### config.mk
export PLATFORM = sky130hd
export DESIGN_NAME = unidade_controle_jogada
export DESIGN_NICKNAME = d
export VERILOG_FILES = /design/src/rtl/unidade_controle_jogada.sv
export SDC_FILE = /design/constraint.sdc
export NUM_CORES = 1
export LEC_CHECK = 0
export BUFFER_PORTS_ARGS = -buffer_cell sky130_fd_sc_hd__buf_2
export CORE_AREA = 10 10 49 51
export CTS_CLUSTER_SIZE = 28
export DETAILED_ROUTE_END_ITERATION = 7
export DIE_AREA = 0 0 59 61
export GPL_TIMING_DRIVEN = 0
export PLACE_DENSITY = 0.7
export SYNTH_ARGS = -nofsm -noshare
export SYNTH_HDL_FRONTEND = slang
export SYNTH_SLANG_ARGS = --single-unit
### constraint.sdc
create_clock -name clock -period 1.8 [get_ports clock]
set_clock_uncertainty 0.05 [all_clocks]
set_input_delay 0.09 -clock clock [delete_from_list [all_inputs] [get_ports clock]]
set_output_delay 0.09 -clock clock [all_outputs]
set_load 0.01 [all_outputs]
### src/rtl/unidade_controle_jogada.sv
// Play-control FSM for a memory game round.
// A round is started by iniciar, each play is taken on a rising edge of
// jogada while waiting in ESPERA, and the round ends on all-correct, a
// wrong play, or a wait that runs past TIMEOUT cycles.
// Moore machine: every output is a decode of the current state.
module unidade_controle_jogada #(
    parameter int TIMEOUT = 16
) (
    input  logic       clock,
    input  logic       reset,
    input  logic       iniciar,
    input  logic       jogada,
    input  logic       igual,
    input  logic       fim,
    output logic       zera,
    output logic       conta,
    output logic       registra,
    output logic       pronto,
    output logic       acertou,
    output logic       errou,
    output logic       timeout,
    output logic [3:0] db_estado
);

    // The state codes double as the debug encoding.
    localparam logic [3:0] INICIAL     = 4'h0;
    localparam logic [3:0] PREPARA     = 4'h1;
    localparam logic [3:0] ESPERA      = 4'h2;
    localparam logic [3:0] REGISTRA    = 4'h4;
    localparam logic [3:0] COMPARA     = 4'h5;
    localparam logic [3:0] PROXIMO     = 4'h6;
    localparam logic [3:0] FIM_ACERTO  = 4'hA;
    localparam logic [3:0] FIM_ERRO    = 4'hE;
    localparam logic [3:0] FIM_TIMEOUT = 4'hF;

    // Last wait-count value that is still inside the allowed window.
    localparam logic [7:0] WAIT_LAST = 8'(TIMEOUT - 1);

    logic [3:0] state_reg;
    logic [3:0] state_next;
    logic [7:0] wait_cnt_reg;
    logic [7:0] wait_cnt_next;
    logic       jogada_reg;
    logic       jogada_edge;
    logic       wait_expired;

    // A key already held on ESPERA entry has jogada_reg=1, so it never
    // produces an edge; the player must release and press again.
    assign jogada_edge  = jogada & ~jogada_reg;
    assign wait_expired = (wait_cnt_reg == WAIT_LAST);
    assign db_estado    = state_reg;

    // State, wait counter and key history registers.
    always_ff @(posedge clock) begin
        if (reset) begin
            state_reg    <= INICIAL;
            wait_cnt_reg <= 8'd0;
            jogada_reg   <= 1'b0;
        end else begin
            state_reg    <= state_next;
            wait_cnt_reg <= wait_cnt_next;
            jogada_reg   <= jogada;
        end
    end

    // Wait counter: counts cycles spent in ESPERA, saturates, zero elsewhere.
    always_comb begin
        wait_cnt_next = 8'd0;
        if (state_reg == ESPERA) begin
            if (wait_cnt_reg == 8'hFF) begin
                wait_cnt_next = wait_cnt_reg;
            end else begin
                wait_cnt_next = wait_cnt_reg + 8'd1;
            end
        end
    end

    // Next-state logic; a play edge takes priority over the timeout.
    always_comb begin
        state_next = INICIAL;
        case (state_reg)
            INICIAL:     state_next = iniciar ? PREPARA : INICIAL;
            PREPARA:     state_next = ESPERA;
            ESPERA: begin
                if (jogada_edge) begin
                    state_next = REGISTRA;
                end else if (wait_expired) begin
                    state_next = FIM_TIMEOUT;
                end else begin
                    state_next = ESPERA;
                end
            end
            REGISTRA:    state_next = COMPARA;
            COMPARA: begin
                if (!igual) begin
                    state_next = FIM_ERRO;
                end else if (fim) begin
                    state_next = FIM_ACERTO;
                end else begin
                    state_next = PROXIMO;
                end
            end
            PROXIMO:     state_next = ESPERA;
            FIM_ACERTO:  state_next = iniciar ? PREPARA : FIM_ACERTO;
            FIM_ERRO:    state_next = iniciar ? PREPARA : FIM_ERRO;
            FIM_TIMEOUT: state_next = iniciar ? PREPARA : FIM_TIMEOUT;
            default:     state_next = INICIAL;
        endcase
    end

    // Output decode from the current state only.
    always_comb begin
        zera     = 1'b0;
        conta    = 1'b0;
        registra = 1'b0;
        pronto   = 1'b0;
        acertou  = 1'b0;
        errou    = 1'b0;
        timeout  = 1'b0;
        case (state_reg)
            PREPARA:     zera = 1'b1;
            REGISTRA:    registra = 1'b1;
            PROXIMO:     conta = 1'b1;
            FIM_ACERTO: begin
                pronto  = 1'b1;
                acertou = 1'b1;
            end
            FIM_ERRO: begin
                pronto = 1'b1;
                errou  = 1'b1;
            end
            FIM_TIMEOUT: begin
                pronto  = 1'b1;
                errou   = 1'b1;
                timeout = 1'b1;
            end
            default: begin
                zera = 1'b0;
            end
        endcase
    end

endmodule
======== After elaboration in Yosys (flattened, before gate mapping) ========
Index checks and enable logic that the tools add are counted.
operators by class
  add/subtract/negate cells ............... 1
  equal/unequal tests ..................... 10
  mux-type cells .......................... 16
  bitwise gates (word level) .............. 3
  reductions and logical operators ........ 5
operators by type and width
  cell                                                              count
  4-bit one-hot mux with 8 select lines                             1
  4-bit 2-to-1 mux                                                  7
  4-bit by 3-bit == test with 1-bit output (second input constant)  3
  4-bit == test (second input constant)                             3
  8-bit by 1-bit adder with 8-bit output (second input constant)    1
  8-bit by 4-bit == test with 1-bit output (second input constant)  1
  8-bit == test (second input constant)                             1
  1-bit 2-to-1 mux                                                  8
  2-bit OR reduction                                                3
  4-bit by 1-bit == test with 1-bit output (second input constant)  1
  4-bit by 2-bit == test with 1-bit output (second input constant)  1
  4-bit logical NOT                                                 1
  3-bit OR reduction                                                1
  1-bit NOT                                                         2
  1-bit bitwise AND                                                 1
storage, ports and cells
  register bits after elaboration ......... 13
  input port bits ......................... 6
  output and inout bits ................... 11
  word-level logic and storage cells ...... 38

======== Longest topological paths before layout ========
Gate-level depths: netlist of run 1.
  word-level depth ........................ 4
  gate-level depth with buffers ........... 5

======== Worst setup path before layout of run 1 ========
Ideal clock, no wire load.
  path type ............................... register to register
  from .................................... register wait_cnt_reg[0]
  to ...................................... register wait_cnt_reg[1]
  arrival ................................. 1.226 ns
  required time ........................... 1.632 ns
  setup slack ............................. 0.406 ns
  cell stages (with the launch flop) ...... 6
  period minus slack after synthesis ...... 1.394 ns
  cell sequence ........................... dfxtp_1 -> ha_1 -> and4_1 -> nand4_1 -> mux2i_1 -> nor2_1
between the ends
  longest elaborated chain between the ends .. 1
  elaborated cells on any way between the ends .. 2
  classes of those cells .................. add/sub: 1; eq/ne: 1
RTL lines
  item                                                                            RTL line  RTL
  start: declaration                                                              41        logic [7:0] wait_cnt_reg;
  start signal: assignment                                                        61        wait_cnt_reg <= wait_cnt_next;
  8-bit by 1-bit adder with 8-bit output / 8-bit == test (equally long branches)  73, 70
Several ways; a longest one is shown, not always the timed one.
A chain may end at the register's enable or synchronous reset.

======== Final worst setup path of run 1 ========
  from .................................... register wait_cnt_reg[0]
  to ...................................... register wait_cnt_reg[0]
Same word-level chain as after synthesis.

==> impl_metrics.tcl, run 1 <==
set metrics [dict create \
    syn-mean-instance-area_um2 7.89 \
    total_inserted_antenna_cells 0 \
    status "complete, no violations" \
    endpoint_kind "flip-flop" \
    synth_cell_type_count 30 \
    setup.reg_to_reg.worst_slack_ns 0.20 \
    pin_count_of_the_biggest_net_entering_global_routing 11 \
    dpl.hpwl_um 1220 \
    r2r-end "wait_cnt_reg[0]" \
    hold_end "jogada_reg" \
    timing.final.ws_setup_ns 0.200 \
    worst_hold_path.num_cells 2 \
    final_cells 126 \
    tightestPinTransition_ns 0.449 \
    ys_warn_count 0 \
    gpl.final_weighted_congestion 0.869 \
    min_from "jogada" \
    synth_simple_gate_area_share_pct 33.2 \
    achievable-frequency_mhz 625 \
    finalHoldViolCount 0 \
    buffer_ports.inserted 16 \
    static-leakage-power_nw 0.339 \
    clk_pin_slew_ns 0.07 \
    clk_latency_ns 0.28 \
    timing.final.max_slew_violations 0 \
    n_fill_cell 158 \
    detail_route.wirelength_um 1580 \
    start_util_pct 47.7 \
    tritoncts "built" \
    synth_cells 89 \
    cts_resized 0 \
    top_level_ports 17 \
    rsz0062_at_grt "no" \
    route.vias.total 724 \
    rr_startpoint "wait_cnt_reg[0]" \
    via_per_inst 5.75 \
    grt_pass1_wl_um 2860 \
    synth.mux.area_fraction_pct 2.85 \
    coreArea_um2 1470 \
    remaining_overflow_grt 0 \
    ant_nets 0 \
    synth_compound_area_share_pct 19.8 \
    groute.usage.overall_pct 9.91 \
    synth_xor_xnor_area_share_pct 2.50 \
    ys_seq_elements 13 \
    die_w_um 59 \
    kind_of_start_point_of_the_critical_path "flip-flop" \
    netlist_top_cells_area "dfxtp_1 (37%), a21oi_1 (5.7%), o21ai_0 (5.7%)" \
    largest_family_of_logic_cells_by_synthesized_area "simple AND/OR/NAND/NOR gates" \
    layout-drive-gt1-share_pct 19.1 \
    cts_num_sinks 13 \
    dpl.cell_count 121 \
    post_synth_instance_area_um2 702 \
    worst_r2r_path_depth 5 \
    worstPathRequired_ns 1.92 \
    buffer_cell_driving_the_clock_tree_root "clkbuf_4" \
    area_growth_syn_to_layout_pct 19.4 \
    final.setup.tns_ns 0 \
    final_min_period_over_clock_period_pct 88.9 \
    synth.net_count 96 \
    ir_worst_vdd_v 0.000372 \
    report.final.setup_viol 0 \
    final_net_count 118 \
    seq_area_frac_synth_pct 37.1 \
    critical_path.max_fanout 6 \
    avgRoutedWirePerCell_um 12.6 \
    critPathArrivalTime_ns 1.72 \
    iter_0_drt_violations 25 \
    detailedPlace.worstSlack_ns 0.221 \
    layout_min_cycle_time_ns 1.60 \
    max-cap-violations 0 \
    synth_top_cell_area_share_pct 37.1 \
    synth_top_cell_by_area "dfxtp_1" \
    path_class "reg2reg" \
    remaining_drc_errors 0 \
    vias_in_the_first_global_route 650 \
    cts_made_buffers 3 \
    largest_reg_flops 8 \
    slew_headroom_pct 69.8 \
    hold_path_class "in2reg" \
    row_count 14 \
    adder_cell_area_share_of_the_yosys_netlist_pct 1.78 \
    die_area_um2 3600 \
    power.density_nw_per_um2 660 \
    clock_tree.buffer_depth 2 \
    vertical_extent_of_the_die_um 61 \
    h-tree-depth 1 \
    antenna_found_initial 0 \
    first_pass_drt_iterations 4 \
]
-- critical path, stage by stage, from the launching register on --
cell and delay (ns):
dfxtp_1 0.37, ha_1 0.24, and4_1 0.24, nand4_1 0.29, xnor2_1 0.24, nor2_1 0.06
-- timing repair --
action                                  in CTS  in global routing
hold buffers                                 1                  0
buffers inserted                             0                  0
endpoints found under the hold margin        1                  0
endpoints found under the setup margin       0                  0
-- through the flow --
step	cell area, µm²	total power (W)	utilization [%]	hold WS (ns)
6_report	838	0.000553	57.0	0.00254
5_1_grt	838	0.000577	57.0	0.0388
4_1_cts	838	0.000556	57.0	0.00105
3_5_place_dp	802	0.000379	54.5	0.254
3_3_place_gp	802	0.000378	54.5	0.255
2_1_floorplan	702	0.000355	-	0.112
-- layout make-up --
type	count	area, µm²	area share, %
flip-flops and latches	13	260	31.0
inverters	1	3.75	0.448
multi-input cells	71	422	50.3
plain buffers	4	16.3	1.94
well taps	16	20.0	2.39
repair buffers	17	90.1	10.7
clock buffers	4	26.3	3.13
-- worst max path at each step --
stage	startpoint	endpoint	cells after the start
after detailed placement	wait_cnt_reg[0]	wait_cnt_reg[0]	5
after global placement	wait_cnt_reg[0]	wait_cnt_reg[0]	5
after CTS	db_estado[0]	zera	4
after floorplan	wait_cnt_reg[0]	wait_cnt_reg[1]	5
final	wait_cnt_reg[0]	wait_cnt_reg[0]	5
after global routing	wait_cnt_reg[0]	wait_cnt_reg[0]	5
-- cells by family (layout without fill, tap and decap cells) --
| kind of cell | count (synthesis) | count (layout) |
|---|---|---|
| multiplexers | 2 | 2 |
| AND/OR/NAND/NOR | 42 | 42 |
| adder cells (fa/ha/maj) | 1 | 1 |
| flip-flops | 13 | 13 |
| buffers and inverters | 5 | 26 |
| XOR/XNOR | 2 | 2 |
| AO/OA/AOI/OAI | 24 | 24 |
-- Yosys cell counts --
library cell,count
dfxtp_1,13
a311oi_1,1
nor4_1,1
nand3b_1,1
nor2b_1,4
buf_2,1
o22a_1,1
nand3_1,1
nand4_1,3
nor3_1,5
nand2b_1,6
o21ai_0,8
nor2_2,1
ha_1,1
a21oi_1,8
nand2_1,4
xnor2_1,1
nor2_1,8
and3_1,2
and2_1,2
inv_1,1
mux2i_1,2
xor2_1,1
a31oi_1,4
nor3b_1,2
o21bai_1,1
or4_1,1
a32oi_1,1
and4_1,1
clkbuf_1,3
-- cells in the final DEF, fill, tap and decap left out, types with 4 or more instances in the layout --
| master | Yosys | final |
|---|---|---|
| clkbuf_1 | 3 | 4 |
| o21ai_0 | 8 | 8 |
| buf_2 | 1 | 17 |
| nor3_1 | 5 | 5 |
| dfxtp_1 | 13 | 13 |
| nand2b_1 | 6 | 6 |
| a31oi_1 | 4 | 4 |
| a21oi_1 | 8 | 8 |
| nor2b_1 | 4 | 4 |
| nor2_1 | 8 | 8 |
| nand2_1 | 4 | 4 |
-- report_power, final --
group	internal, W	total (W)	leakage, nW	switching, W
clock	0.0000860	0.000179	0.0150	0.0000930
sequential	0.000294	0.000298	0.105	0.00000348
combinational	0.0000330	0.0000762	0.219	0.0000431
-- metal layers --
metal,wire (µm),share of wire (%),up-vias,GRT usage [%]
li1,-,-,363,-
met2,710,45,25,14.9
met4,38,2.4,0,5.90
met1,653,41,331,11.4
met5,0,0,-,0
met3,181,11,5,4.38
Note: power is estimated with default switching activity, not from simulation.
==> run 2: changes to the inputs <==
--- a/config.mk
+++ b/config.mk
@@ -6,12 +6,12 @@
 export NUM_CORES = 1
 export LEC_CHECK = 0
 export BUFFER_PORTS_ARGS = -buffer_cell sky130_fd_sc_hd__buf_2
-export CORE_AREA = 10 10 49 51
+export CORE_AREA = 10 10 55 57
 export CTS_CLUSTER_SIZE = 28
 export DETAILED_ROUTE_END_ITERATION = 7
-export DIE_AREA = 0 0 59 61
+export DIE_AREA = 0 0 65 67
 export GPL_TIMING_DRIVEN = 0
-export PLACE_DENSITY = 0.7
+export PLACE_DENSITY = 0.55
 export SYNTH_ARGS = -nofsm -noshare
 export SYNTH_HDL_FRONTEND = slang
 export SYNTH_SLANG_ARGS = --single-unit
==> impl_metrics.tcl, run 2 (synthesis results as in run 1) <==
set metrics [dict create \
    route.vias.total 698 \
    via_per_inst 5.06 \
    layout_min_cycle_time_ns 1.60 \
    critical_path.max_fanout 10 \
    post-cts-setup-buffer-count 0 \
    coreArea_um2 1940 \
    row_count 16 \
    pin_count_of_the_biggest_net_entering_global_routing 11 \
    gpl.final_weighted_congestion 0.757 \
    antenna_found_initial 0 \
    clk_latency_ns 0.28 \
    critPathArrivalTime_ns 1.46 \
    die_w_um 65 \
    tritoncts "built" \
    multi_input_comb_area_um2 422 \
    critical_path_buf_inv_count 2 \
    area_growth_syn_to_layout_pct 22.8 \
    achievable-frequency_mhz 625 \
    iter_0_drt_violations 22 \
    final_net_count 119 \
    static-leakage-power_nw 0.345 \
    cpMaxStageDelayCell "dfxtp_1" \
    detailedPlace.worstSlack_ns 0.250 \
    h-tree-depth 1 \
    timing.final.ws_setup_ns 0.200 \
    path_class "reg2out" \
    hold_path_class "in2reg" \
    seqCellArea_um2 260 \
    crit_path_end "zera" \
    buffer_cell_driving_the_clock_tree_root "clkbuf_4" \
    tightestPinTransition_ns 0.467 \
    worst_r2r_path_depth 5 \
    die_area_um2 4360 \
    ir_worst_vdd_v 0.000402 \
    mostFrequentLayoutCell "buf_2" \
    n_fill_cell 213 \
    rsz0062_at_grt "no" \
    first_pass_drt_iterations 4 \
    startpoint "db_estado[0]" \
    grt_pass1_wl_um 3080 \
    max-cap-violations 0 \
    power.density_nw_per_um2 648 \
    total_inserted_antenna_cells 0 \
    slew_headroom_pct 68.6 \
    crit_cells 4 \
    remaining_drc_errors 0 \
    dpl.hpwl_um 1230 \
    rr_startpoint "wait_cnt_reg[0]" \
    final_cell_area_um2 862 \
    final_min_period_over_clock_period_pct 88.9 \
    groute.usage.overall_pct 8.52 \
    critical-path-top-delay-family "buffers and inverters" \
    cts_num_sinks 13 \
    setup.reg_to_reg.worst_slack_ns 0.24 \
    start_util_pct 36.1 \
    clk_pin_slew_ns 0.08 \
    layout-drive-gt1-share_pct 18.9 \
    buffer_ports.inserted 16 \
    finalHoldViolCount 0 \
    status "complete, no violations" \
    most-common-layout-cells "buf_2 (17), dfxtp_1 (13), nor2_1 (8), o21ai_0 (8), a21oi_1 (8)" \
    critPathMaxStageDelay_ns 0.34 \
    kind_of_start_point_of_the_critical_path "flip-flop" \
    top_level_ports 17 \
    remaining_overflow_grt 0 \
    ant_nets 0 \
    largest_reg_flops 8 \
    dpl-instance-area_um2 816 \
    report.final.setup_viol 0 \
    final.setup.tns_ns 0 \
    timing.final.max_slew_violations 0 \
    avgRoutedWirePerCell_um 11.7 \
    cts_made_buffers 3 \
    clock_tree.buffer_depth 2 \
    crit_path_cell_trace "clkbuf_1 -> nor2b_1 -> and2_1 -> buf_2" \
    r2r-end "wait_cnt_reg[0]" \
    worstPathRequired_ns 1.66 \
    vertical_extent_of_the_die_um 67 \
    vias_in_the_first_global_route 696 \
    worst_hold_slack_ns 0.170 \
    detail_route.wirelength_um 1620 \
    endpoint_kind "primary output" \
]
[run 2: cell count changes in the layout (fill, tap and decap cells not counted)]
cell,change
dlygate4sd3_1,+1
[run 2: report_power, final]
part	internal [W]	switching (W)
Combinational	0.0000344	0.0000438
Sequential	0.000294	0.00000325
Clock	0.0000859	0.0000969
Total	0.000415	0.000144
[run 2: worst min path at each step]
stage	from	end	slack, ns	depth (start not counted)
after floorplan	reset	jogada_reg	0.11	1
after global placement	reset	jogada_reg	0.25	2
after detailed placement	reset	jogada_reg	0.25	2
after CTS	igual	db_estado[3]	0.18	4
after global routing	igual	db_estado[3]	0.21	4
final	igual	db_estado[3]	0.17	4
[run 2: timing repair]
| item | 4_1_cts | 5_1_grt |
|---|---|---|
| gates resized for setup | 0 | 0 |
| hold buffers | 2 | 0 |
| endpoints found under the hold margin | 1 | 0 |
[run 2: metrics by stage]
step / power, W / util, % / instances
finish: 0.000559 / 44.4 / 138
global route: 0.000585 / 44.4 / 138
CTS: 0.000565 / 44.4 / 138
detailed placement: 0.000379 / 42.0 / 132
global placement: 0.000379 / 42.0 / 132
floorplan: 0.000355 / - / 89
[run 2: cell type report]
type | instances | area share [%]
multi-input combinational | 71 | 48.9
buffer | 4 | 1.89
clock buffer | 4 | 3.05
sequential | 13 | 30.2
timing repair buffer | 18 | 11.6
tap | 27 | 3.92
inverter | 1 | 0.435
[run 2: tightest hold or removal path, cell delays in order]
cell and delay (ns):
buf_2 0.10, nand2b_1 0.06, a31oi_1 0.09, a21oi_1 0.12
[run 2: routing by layer]
layer / track usage, % / share of wire (%)
met5: 0 / 0
met4: 4.81 / 1.5
met3: 2.17 / 5.4
met2: 12.6 / 40
met1: 10.9 / 52
